### src/rtl/load_store_unit_pkg.sv
// Shared types for the load/store stage: opcodes, access widths, FSM states.
// Latency: n/a (types and pure helper functions only).
// Backpressure: n/a.
package load_store_unit_pkg;

    typedef enum logic [6:0] {
        OP_LUI    = 7'b0110111,
        OP_AUIPC  = 7'b0010111,
        OP_JAL    = 7'b1101111,
        OP_JALR   = 7'b1100111,
        OP_BRANCH = 7'b1100011,
        OP_LOAD   = 7'b0000011,
        OP_STORE  = 7'b0100011,
        OP_IMM    = 7'b0010011,
        OP_REG    = 7'b0110011
    } opcode_t;

    typedef enum logic [2:0] {
        MEM_B  = 3'b000,
        MEM_H  = 3'b001,
        MEM_W  = 3'b010,
        MEM_BU = 3'b100,
        MEM_HU = 3'b101
    } mem_width_t;

    typedef enum logic [2:0] {
        S_IDLE,
        S_REQ,
        S_WAIT,
        S_DONE,
        S_FAULT
    } lsu_state_t;

    // Stores have no unsigned forms, so any funct3[2] is illegal for them.
    function automatic logic lsu_illegal(input logic is_store, input logic [2:0] f3);
        if (is_store)
            return f3[2] || (f3 == 3'b011);
        else
            return (f3 == 3'b011) || (f3 == 3'b110) || (f3 == 3'b111);
    endfunction

    // Only meaningful for legal widths; illegal ones are caught first.
    function automatic logic lsu_misaligned(input logic [2:0] f3, input logic [1:0] off);
        return ((f3[1:0] == 2'b01) && off[0]) || ((f3 == 3'b010) && (off != 2'b00));
    endfunction

endpackage

### src/rtl/load_store_unit_align.sv
// Byte-lane steering: store enables/replicated data and load shift/extend.
// Latency: purely combinational.
// Backpressure: none; follows its inputs.
module lsu_align
    import load_store_unit_pkg::*;
(
    input  logic [2:0]  st_width,
    input  logic [1:0]  st_off,
    input  logic [31:0] st_data,
    output logic [3:0]  be,
    output logic [31:0] wdata,
    input  logic [2:0]  ld_width,
    input  logic [1:0]  ld_off,
    input  logic [31:0] rdata,
    output logic [31:0] ldata
);

    // Only the low halfword of the shifted read word is ever needed.
    logic [15:0] sh;
    assign sh = 16'(rdata >> {ld_off, 3'b000});

    // Store lanes: replicate the datum across the word, enable only the target lanes.
    always_comb begin
        be    = 4'b1111;
        wdata = st_data;
        case (st_width)
            MEM_B, MEM_BU: begin
                be    = 4'b0001 << st_off;
                wdata = {4{st_data[7:0]}};
            end
            MEM_H, MEM_HU: begin
                be    = 4'b0011 << st_off;
                wdata = {2{st_data[15:0]}};
            end
            default: begin
                be    = 4'b1111;
                wdata = st_data;
            end
        endcase
    end

    // Load result: pick the addressed lane(s) and extend to 32 bits.
    always_comb begin
        ldata = rdata;
        case (ld_width)
            MEM_B:   ldata = {{24{sh[7]}}, sh[7:0]};
            MEM_H:   ldata = {{16{sh[15]}}, sh[15:0]};
            MEM_BU:  ldata = {24'h0, sh[7:0]};
            MEM_HU:  ldata = {16'h0, sh[15:0]};
            default: ldata = rdata;
        endcase
    end

endmodule

### src/rtl/load_store_unit.sv
// Memory-access stage: runs req/gnt/rvalid with data memory for RV32I loads and stores.
// Latency: store done 2 cycles after start with immediate grant; load 3; faults 1.
// Backpressure: holds mem_req and all mem_* stable until mem_gnt; ignores start while busy.
module load_store_unit
    import load_store_unit_pkg::*;
(
    input  logic        clk,
    input  logic        rst,
    input  logic        start,
    input  opcode_t     opcode,
    input  logic [2:0]  funct3,
    input  logic [31:0] addr,
    input  logic [31:0] store_data,
    output logic        busy,
    output logic        done,
    output logic [31:0] load_data,
    output logic        fault_misaligned,
    output logic        fault_illegal,
    output logic        mem_req,
    output logic        mem_we,
    output logic [31:0] mem_addr,
    output logic [3:0]  mem_be,
    output logic [31:0] mem_wdata,
    input  logic        mem_gnt,
    input  logic        mem_rvalid,
    input  logic [31:0] mem_rdata
);

    lsu_state_t  state;
    logic [2:0]  lat_f3;
    logic [1:0]  lat_off;

    logic        launch;
    logic        is_store;
    logic        acc_illegal;
    logic        acc_misaligned;
    logic [3:0]  a_be;
    logic [31:0] a_wdata;
    logic [31:0] a_ldata;

    assign is_store       = (opcode == OP_STORE);
    assign launch         = start && ((opcode == OP_LOAD) || is_store);
    assign acc_illegal    = lsu_illegal(is_store, funct3);
    assign acc_misaligned = lsu_misaligned(funct3, addr[1:0]);

    // Store steering uses the live inputs (captured at launch); load extraction
    // uses the latched width/offset against the returning read word.
    lsu_align u_align (
        .st_width (funct3),
        .st_off   (addr[1:0]),
        .st_data  (store_data),
        .be       (a_be),
        .wdata    (a_wdata),
        .ld_width (lat_f3),
        .ld_off   (lat_off),
        .rdata    (mem_rdata),
        .ldata    (a_ldata)
    );

    // Transaction FSM with all outputs registered.
    always_ff @(posedge clk or posedge rst) begin
        if (rst) begin
            state            <= S_IDLE;
            lat_f3           <= 3'b000;
            lat_off          <= 2'b00;
            busy             <= 1'b0;
            done             <= 1'b0;
            load_data        <= 32'h0;
            fault_misaligned <= 1'b0;
            fault_illegal    <= 1'b0;
            mem_req          <= 1'b0;
            mem_we           <= 1'b0;
            mem_addr         <= 32'h0;
            mem_be           <= 4'b0000;
            mem_wdata        <= 32'h0;
        end else begin
            done             <= 1'b0;
            fault_misaligned <= 1'b0;
            fault_illegal    <= 1'b0;
            case (state)
                S_IDLE: begin
                    if (launch) begin
                        busy    <= 1'b1;
                        lat_f3  <= funct3;
                        lat_off <= addr[1:0];
                        mem_we  <= is_store;
                        if (acc_illegal || acc_misaligned) begin
                            // Illegal wins; never raise both fault bits.
                            state            <= S_FAULT;
                            done             <= 1'b1;
                            fault_illegal    <= acc_illegal;
                            fault_misaligned <= !acc_illegal;
                        end else begin
                            state     <= S_REQ;
                            mem_req   <= 1'b1;
                            mem_addr  <= {addr[31:2], 2'b00};
                            mem_be    <= a_be;
                            mem_wdata <= a_wdata;
                        end
                    end
                end
                S_REQ: begin
                    if (mem_gnt) begin
                        mem_req <= 1'b0;
                        if (mem_we) begin
                            state <= S_DONE;
                            done  <= 1'b1;
                        end else begin
                            state <= S_WAIT;
                        end
                    end
                end
                S_WAIT: begin
                    if (mem_rvalid) begin
                        load_data <= a_ldata;
                        state     <= S_DONE;
                        done      <= 1'b1;
                    end
                end
                S_DONE, S_FAULT: begin
                    state <= S_IDLE;
                    busy  <= 1'b0;
                end
                default: begin
                    state <= S_IDLE;
                    busy  <= 1'b0;
                end
            endcase
        end
    end

endmodule
### config.mk
export PLATFORM = sky130hd
export DESIGN_NAME = load_store_unit
export DESIGN_NICKNAME = d
export VERILOG_FILES = /design/src/rtl/load_store_unit_pkg.sv /design/src/rtl/load_store_unit_align.sv /design/src/rtl/load_store_unit.sv
export SDC_FILE = /design/constraint.sdc
export NUM_CORES = 1
export LEC_CHECK = 0
export ABC_AREA = 1
export ABC_CLOCK_PERIOD_IN_PS = 4520
export CAP_MARGIN = 20
export CORE_UTILIZATION = 56
export CTS_BUF_LIST = sky130_fd_sc_hd__clkbuf_8
export CTS_CLUSTER_DIAMETER = 120
export CTS_CLUSTER_SIZE = 10
export DETAILED_ROUTE_END_ITERATION = 6
export DONT_BUFFER_PORTS = 1
export GPL_TIMING_DRIVEN = 0
export PLACE_DENSITY = 0.79
export SETUP_SLACK_MARGIN = 0.15
export SLEW_MARGIN = 30
export SYNTH_ARGS = -nofsm -noshare
export SYNTH_HDL_FRONTEND = slang
export SYNTH_SLANG_ARGS = --single-unit
### constraint.sdc
create_clock -name clk -period 4.52 [get_ports clk]
set_input_delay 0.904 -clock clk [delete_from_list [all_inputs] [get_ports clk]]
set_output_delay 0.904 -clock clk [all_outputs]
set_load 0.01 [all_outputs]
# Yosys cells after proc, flatten, opt, wreduce, memory -nomap -nowiden

Index checks and enable logic that the tools add are counted.

Eq/ne operators: 19
Shift-type cells: 3
Mux-type cells: 28
Bitwise operators: 2
Reduce and logical (&&, ||, !) cells: 24

Operators with widths:

| cell                                                               | number |
|---|---|
| 32-bit case mux with 4 select lines                                | 1 |
| 32-bit case mux with 2 select lines                                | 1 |
| 32-bit by 5-bit right shift with 16-bit output                     | 1 |
| 3-bit == test (second input constant)                              | 6 |
| 1-bit two-way mux                                                  | 17 |
| 3-bit two-way mux                                                  | 4 |
| 3-bit by 1-bit == test with 1-bit output (second input constant)   | 3 |
| 3-bit by 2-bit == test with 1-bit output (second input constant)   | 3 |
| 3-bit logical NOT                                                  | 3 |
| 3-bit case mux with 3 select lines                                 | 1 |
| 2-bit inequality test (second input constant)                      | 4 |
| 4-bit case mux with 2 select lines                                 | 1 |
| 7-bit by 2-bit == test with 1-bit output (second input constant)   | 1 |
| 7-bit by 6-bit == test with 1-bit output (second input constant)   | 1 |
| 1-bit logical OR                                                   | 6 |
| 2-bit AND reduction                                                | 3 |
| 3-bit AND reduction                                                | 2 |
| 2-bit OR reduction                                                 | 3 |
| 1-bit case mux with 2 select lines                                 | 2 |
| 4-bit AND reduction                                                | 1 |
| 2-bit nonzero test                                                 | 2 |
| 1-bit by 2-bit left shift with 4-bit output (first input constant) | 1 |
| 2-bit by 2-bit left shift with 4-bit output (first input constant) | 1 |
| 1-bit logical AND                                                  | 3 |
| other kinds (4)                                                    | 5 |

Register bits after elaboration: 112
Bits of input ports: 111
Output and inout bits: 106
Logic and storage cells: 89

# Longest topological paths before layout

Gate-level depths: netlist of run 1.

Depth after elaboration: 8
Depth in mapped cells: 11
Gate-level depth less buffers: 10

# Hierarchy

Synthesis of run 1 repeated with hierarchy kept, for this count alone.

Cells, all modules: 809
Area, all modules: 6221.0 um^2

Modules (own cells, without submodules):

| module          | times used | cells an instance | area an instance (um^2) | sequential area each (um^2) |
|---|---|---|---|---|
| load_store_unit | 1          | 507               | 4730.8                  | 2802.7 |
| lsu_align       | 1          | 302               | 1490.2                  | 0.0 |

# Worst setup path before layout of run 1

OpenSTA, ideal clock, no wires.

Kind: input to register
Start: input addr[1]
End: register mem_addr[2]
Setup time: 117 ps
Data arrival time: 1857 ps
Data required time: 4403 ps
Setup slack: 2546 ps
Stages: 10
Buffers on the path: 2
Path through: inv_1 -> nand2_1 -> nand3_1 -> o21ai_2 -> nor2_4 -> nand3_2 -> buf_6 -> buf_4 -> nand2_1 -> nand2_1

Word-level cells in the longest chain between the ends: 6

RTL lines:

| item                          | line                      | text |
|---|---|---|
| from (decl)                   | load_store_unit.sv:12     | `input logic [31:0] addr,` |
| 2-bit nonzero test            | load_store_unit_pkg.sv:44 | `return ((f3[1:0] == 2'b01) && off[0]) \|\| ((f3 == 3'b010) && (off != 2'b00));` |
| 1-bit logical AND             | load_store_unit_pkg.sv:44 |  |
| 1-bit logical OR              | load_store_unit_pkg.sv:44 |  |
| 1-bit logical OR              | load_store_unit.sv:87     | `if (acc_illegal \|\| acc_misaligned) begin` |
| 1-bit inverter (no line)      | --                        |  |
| 3-bit AND reduction (no line) | --                        |  |
| to (signal assigned)          | load_store_unit.sv:96     | `mem_addr <= {addr[31:2], 2'b00};` |
| to (decl)                     | load_store_unit.sv:21     | `output logic [31:0] mem_addr,` |

No other way between the ends.
A chain may end at the register's enable or synchronous reset.

# Worst setup path in the final report of run 1

Start: input funct3[2]
End: register mem_wdata[31]

Word-level cells in the longest chain between the ends: 7
Elaborated cells on any way between the ends: 20
Those cells by class: eq/ne (7); mux (2); bitwise (1); reduce/logical (10)

RTL lines:

| item                                                                             | line                                                 | text |
|---|---|---|
| from (decl)                                                                      | load_store_unit.sv:11                                | `input logic [2:0] funct3,` |
| 3-bit by 2-bit == test with 1-bit output / 3-bit == test (equally long branches) | load_store_unit_pkg.sv:37, load_store_unit_pkg.sv:39 |  |
| 1-bit logical OR (2 in series)                                                   | load_store_unit_pkg.sv:39                            | `return (f3 == 3'b011) \|\| (f3 == 3'b110) \|\| (f3 == 3'b111);` |
| 1-bit two-way mux                                                                | load_store_unit_pkg.sv:36                            | `if (is_store)` |
| 1-bit logical OR                                                                 | load_store_unit.sv:87                                |  |
| 1-bit inverter (no line)                                                         | --                                                   |  |
| 3-bit AND reduction (no line)                                                    | --                                                   |  |
| to (signal assigned)                                                             | load_store_unit.sv:98                                | `mem_wdata <= a_wdata;` |
| to (decl)                                                                        | load_store_unit.sv:23                                | `output logic [31:0] mem_wdata,` |

Parallel ways exist; a longest one is shown, timed or not.

==> flow_metrics.tcl, run 1 <==
set metrics [dict create \
    status "finished clean" \
    num_vias 5329 \
    synthTopCellsByArea "dfrtp_1 (50%), nand2_1 (17%), nand4_1 (7.3%), o21ai_0 (4.7%), inv_1 (4.0%)" \
    cp-end-kind "flop" \
    synth_edf_count 0 \
    ios 217 \
    synth-async-reset-ratio 1.00 \
    via_per_inst 6.03 \
    powerDensity_nw_per_um2 524 \
    worst_pin_slew_ns 0.629 \
    placed_area_sq_um 5860 \
    cpMostUsedCell "nand2_1" \
    postCtsSetupRepairBufs 0 \
    yosys_warnings 0 \
    dieArea_sq_um 10500 \
    grt-ovfl-total 0 \
    clock_path_buffers 2 \
    crit_type "in2reg" \
    place_ws_ns 2.00 \
    design_area_sq_um 6080 \
    setup_violations 0 \
    synth_top_area_share 0.495 \
    irDropWorstVdd_uv 254 \
    worstSetupStartpointType "input port" \
    coreArea_sq_um 9770 \
    hold_path.class "in2async" \
    path_buf_inv 1 \
    rows 36 \
    cts_resized 0 \
    drc 0 \
    relSlewSlack 0.580 \
    wl_per_cell_microns 18.4 \
    synth_top_area_cell "dfrtp_1" \
    crit_arrival_ns 2.45 \
    yosys-top-cells-count "nand2_1 (261), dfrtp_1 (112), nand4_1 (66)" \
    timing.final.ws_setup_ns 2.38 \
    antenna_found_initial 0 \
    required_ns 4.83 \
    grt_max_degree 64 \
    synth_most_common_cell "nand2_1" \
    synth_area_sq_um 5660 \
    area_growth_pct 7.48 \
    drive_gt1_frac 0.0732 \
    cap_violations 0 \
    utilization 0.622 \
    place_hpwl_mm 12.2 \
    crit_chain "o21ai_0 -> nand2_1 -> nor2_4 -> clkbuf_1 -> nand4_1 -> nand2_1" \
    cts_buffers 9 \
    syn_inst 733 \
    wl_mm 16.3 \
    fin_skew_ns 0.00591 \
    die_w_microns 103 \
    seq_area_frac_synth 0.495 \
    gp_congestion 0.925 \
    clock-sinks 112 \
    postRouteAntennaNets 0 \
    p_leak_nw 3.23 \
    grt.total_usage 0.314 \
    critical-path-top-delay-family "simple AND/OR/NAND/NOR gates" \
    ys_ff_latch 112 \
    cts-root-buf "clkbuf_8" \
    clk_pin_slew_ns 0.10 \
    grt_pass1_vias 5087 \
    initial_utilization 0.579 \
    fmax_ghz 0.468 \
    fp.dieH_microns 103 \
    slowest_delay_ns 0.47 \
    slowest_stage "clkbuf_1" \
    nFillCells 897 \
    dr.pass1.iters 5 \
    seq_area_sq_um 2800 \
    hold_buffers 0 \
    cts_tree "built" \
    finalMaxSlewViolations 0 \
    hold_viol_final 0 \
    portBuffers 0 \
    grt_pass1_wl_mm 24.8 \
    period_minus_slack_ns 2.14 \
    syn_avg_cell_area_sq_um 7.72 \
    fin_crit_sh 0.472 \
    yosysUniqueCellTypes 30 \
    drt_iter0_markers 259 \
    multiInputGateArea_sq_um 2360 \
    diodes 0 \
    cts.htree.levels 3 \
    clk_latency_ns 0.37 \
    total_power_mw 3.19 \
    crit_fanout 10 \
    num-nets-final 857 \
    synthFlopType "dfrtp_1" \
    grt_setup_unrepaired "no" \
]
state kept, by name (all words and copies together) (netlist names), 2 cells and up:
register / cells
load_data: 32
mem_wdata: 32
mem_addr: 30
mem_be: 4
lat_f3: 3
state: 3
lat_off: 2
path summary, 6_finish.rpt:
kind / startpoint / end / slack, ns / cells past startpoint
max: funct3[2] / mem_wdata[31] / 2.38 / 6
min: rst / load_data[5] / 0.42 / 1
max reg2reg: state[2] / mem_wdata[31] / 2.60 / 5
min reg2reg: lat_f3[2] / lat_f3[2] / 0.54 / 2
max in group asynchronous: rst / mem_wdata[0] / 3.43 / 2
min in group clk: lat_f3[2] / lat_f3[2] / 0.54 / 2
cells in the final DEF (no fill, tap or decap), drive strengths merged:
cell	Yosys	layout
dfrtp	112	112
conb	1	2
bufinv	0	2
nor3	9	9
nand2	262	262
buf	28	29
nand4	66	66
nand3	20	20
nand3b	1	1
inv	64	64
a31oi	1	1
nor2	26	26
o211ai	11	11
clkbuf	25	34
nor3b	1	1
a21oi	27	27
clkinv	2	7
o221ai	6	6
o21ai	55	55
o22ai	16	16
report_power, final:
part	switching, mW	total [mW]	leakage (nW)	internal, mW
combinational	0.668	0.971	1.64	0.303
sequential	0.302	1.55	1.48	1.25
clock	0.347	0.660	0.113	0.313
worst register-to-register path, stage by stage (launching register included):
cell and delay (ns):
dfrtp_1 0.42, nor3_4 0.49, buf_2 0.36, buf_2 0.26, nand4_1 0.20, nand2_1 0.13
layer usage:
metal | global-route usage | routed length, microns
met3 | 0.0929 | 1680
met5 | 0 | 0
met1 | 0.367 | 6110
met2 | 0.517 | 7910
met4 | 0.175 | 602
logic make-up after synthesis:
family | Yosys count | share of synthesized area
flops | 112 | 0.495
other cells | 1 | 0.000663
simple gates | 385 | 0.300
buf+inv | 119 | 0.0883
compound gates | 116 | 0.116
through the flow:
step / hold WS (ns) / instances / setup TNS [ns]
after floorplan: 0.473 / 734 / 0
after global placement: 0.500 / 867 / -40.05
after detailed placement: 0.529 / 868 / 0
after CTS: 0.420 / 884 / 0
after global routing: 0.448 / 884 / 0
final: 0.424 / 884 / 0
area by class of cell:
| class | instances | share of cell area |
|---|---|---|
| well taps | 133 | 0.0274 |
| flip-flops and latches | 112 | 0.461 |
| clock buffers | 9 | 0.0204 |
| multi-input cells | 503 | 0.388 |
| repair buffers | 1 | 0.00453 |
| clock inverters | 7 | 0.0158 |
| inverters | 66 | 0.0416 |
| plain buffers | 53 | 0.0414 |
(Power assumes the default switching activity.)
==> inputs of run 2 (changes only) <==
--- a/config.mk
+++ b/config.mk
@@ -6,7 +6,7 @@
 export NUM_CORES = 1
 export LEC_CHECK = 0
 export ABC_AREA = 1
-export ABC_CLOCK_PERIOD_IN_PS = 4520
+export ABC_CLOCK_PERIOD_IN_PS = 2000
 export CAP_MARGIN = 20
 export CORE_UTILIZATION = 56
 export CTS_BUF_LIST = sky130_fd_sc_hd__clkbuf_8
==> constraint.sdc (replaced) <==
create_clock -name clk -period 2 [get_ports clk]
set_input_delay 0.4 -clock clk [delete_from_list [all_inputs] [get_ports clk]]
set_output_delay 0.4 -clock clk [all_outputs]
set_load 0.01 [all_outputs]
==> flow_metrics.tcl, run 2 (synthesis gave the netlist of run 1 again) <==
set metrics [dict create \
    status "finished clean" \
    grt-ovfl-total 0 \
    reg2reg_slack_ns 0.26 \
    cts_tree "built" \
    place_ws_ns 0.0759 \
    via_per_inst 5.85 \
    final_cell_mix "nand2_1 (260), dfrtp_1 (112), nand4_1 (66)" \
    utilization 0.629 \
    portBuffers 0 \
    hold_path_startpoint "funct3[2]" \
    cp.depth 10 \
    fmax_ghz 0.574 \
    relSlewSlack 0.604 \
    holdPathEnd "lat_f3[2]" \
    reg.largest.list "load_data x32, mem_wdata x32, mem_addr x30" \
    fp.dieH_microns 103 \
    r2r-end "load_data[31]" \
    worstSetupStartpointType "flop" \
    wl_per_cell_microns 18.2 \
    irDropWorstVdd_uv 757 \
    place_hpwl_mm 12.3 \
    fin_skew_ns 0.00941 \
    diodes 0 \
    grt_pass1_wl_mm 24.3 \
    initial_utilization 0.579 \
    num-nets-final 865 \
    gp_congestion 0.907 \
    clock-sinks 112 \
    dr.pass1.iters 5 \
    clock_path_buffers 2 \
    required_ns 2.31 \
    drt_iter0_markers 199 \
    crit_chain "buf_2 -> inv_1 -> buf_2 -> nand3_1 -> o21ai_1 -> nand2_1 -> nand2_2 -> buf_4 -> o22ai_1 -> inv_1" \
    crit_type "reg2reg" \
    clk_latency_ns 0.38 \
    drive_gt1_frac 0.0793 \
    period_minus_slack_ns 1.74 \
    r2r-start "lat_off[1]" \
    cts.htree.levels 3 \
    slowest_delay_ns 0.36 \
    area_growth_pct 8.69 \
    top_usage_layer "met2" \
    finalMaxSlewViolations 0 \
    grt_max_degree 32 \
    p_leak_nw 3.26 \
    setup_tns_ns 0 \
    rows 36 \
    fin_crit_sh 0.871 \
    cts_buffers 9 \
    use_met2 0.508 \
    grt.total_usage 0.307 \
    clk_pin_slew_ns 0.10 \
    min_path_cells 2 \
    coreArea_sq_um 9770 \
    die_w_microns 103 \
    cap_violations 0 \
    rr_worst_depth 10 \
    cts-root-buf "clkbuf_8" \
    dieArea_sq_um 10500 \
    total_power_mw 7.13 \
    drc 0 \
    postRouteAntennaNets 0 \
    crit_fanout 10 \
    grt_setup_unrepaired "no" \
    grt_pass1_vias 4944 \
    setup_violations 0 \
    num_vias 5210 \
    use_met3 0.0997 \
    cp-end-kind "flop" \
    nFillCells 883 \
    final_common_cell "nand2_1" \
    crit_arrival_ns 2.05 \
    grtUsageMet1 0.360 \
    hold_viol_final 0 \
    powerDensity_nw_per_um2 1160 \
    critical-path-top-delay-family "buffers and inverters" \
    slowest_stage "dfrtp_1" \
    ios 217 \
    worst_pin_slew_ns 0.594 \
    antenna_found_initial 0 \
    path_buf_inv 5 \
    hold_path.class "in2reg" \
    timing.final.ws_setup_ns 0.259 \
    wl_mm 16.2 \
]
==> run 2: changes by cell type in the layout (fill, tap and decap cells not counted), sizes merged <==
cell         delta
clkinv          -3
dlygate4sd3     +1
clkinvlp        +2
buf             +7
bufinv          -1
==> run 2: final cells by class <==
type	instances	area, sq um	area share
Clock buffer	9	124	0.0201
Buffer	53	251	0.0409
Tap cell	133	166	0.0271
Sequential cell	112	2800	0.456
Clock inverter	5	51.3	0.00834
Timing Repair Buffer	9	135	0.0220
Multi-Input combinational cell	503	2370	0.385
Inverter	66	251	0.0409
==> run 2: through the flow <==
step / instances / hold slack, ns / area (sq um)
6_report: 890 / 0.144 / 6150
5_1_grt: 890 / 0.151 / 6150
4_1_cts: 886 / 0.123 / 6110
3_5_place_dp: 871 / 0.283 / 5930
3_3_place_gp: 867 / 0.497 / 5830
2_1_floorplan: 734 / 0.473 / 5660
==> run 2: worst max-delay path by stage <==
stage                           from       endpoint
after detailed placement   funct3[2]  mem_wdata[31]
after floorplan                  rst           busy
after global routing        state[0]  load_data[21]
final                     lat_off[1]  load_data[31]
after CTS                   state[2]  mem_wdata[31]
after global placement           rst   load_data[4]
==> run 2: per-layer routing <==
layer	routed length, microns	up-vias
li1	-	2455
met4	493	0
met5	0	-
met3	1710	38
met2	7830	243
met1	6200	2474
==> run 2: where the power goes <==
group | leakage [nW] | switching, mW | internal, mW | total (mW)
Clock | 0.0921 | 0.762 | 0.559 | 1.32
Combinational | 1.69 | 1.51 | 0.783 | 2.30
Sequential | 1.48 | 0.685 | 2.83 | 3.51
Total | 3.26 | 2.96 | 4.17 | 7.13
==> run 2: what timing repair did <==
action | CTS | global route
resized for setup | 0 | 3
hold buffers | 1 | 0
endpoints found under the setup margin | 0 | 25
buffers inserted | 0 | 4
hold endpoints to repair | 8 | 0
==> run 2: worst register-to-register path, cell delays in order, from the launching register on <==
cell     delay, ns
dfrtp_1       0.36
buf_2         0.16
inv_1         0.08
buf_2         0.23
nand3_1       0.10
o21ai_1       0.14
nand2_1       0.10
nand2_2       0.16
buf_4         0.20
o22ai_1       0.08
inv_1         0.07
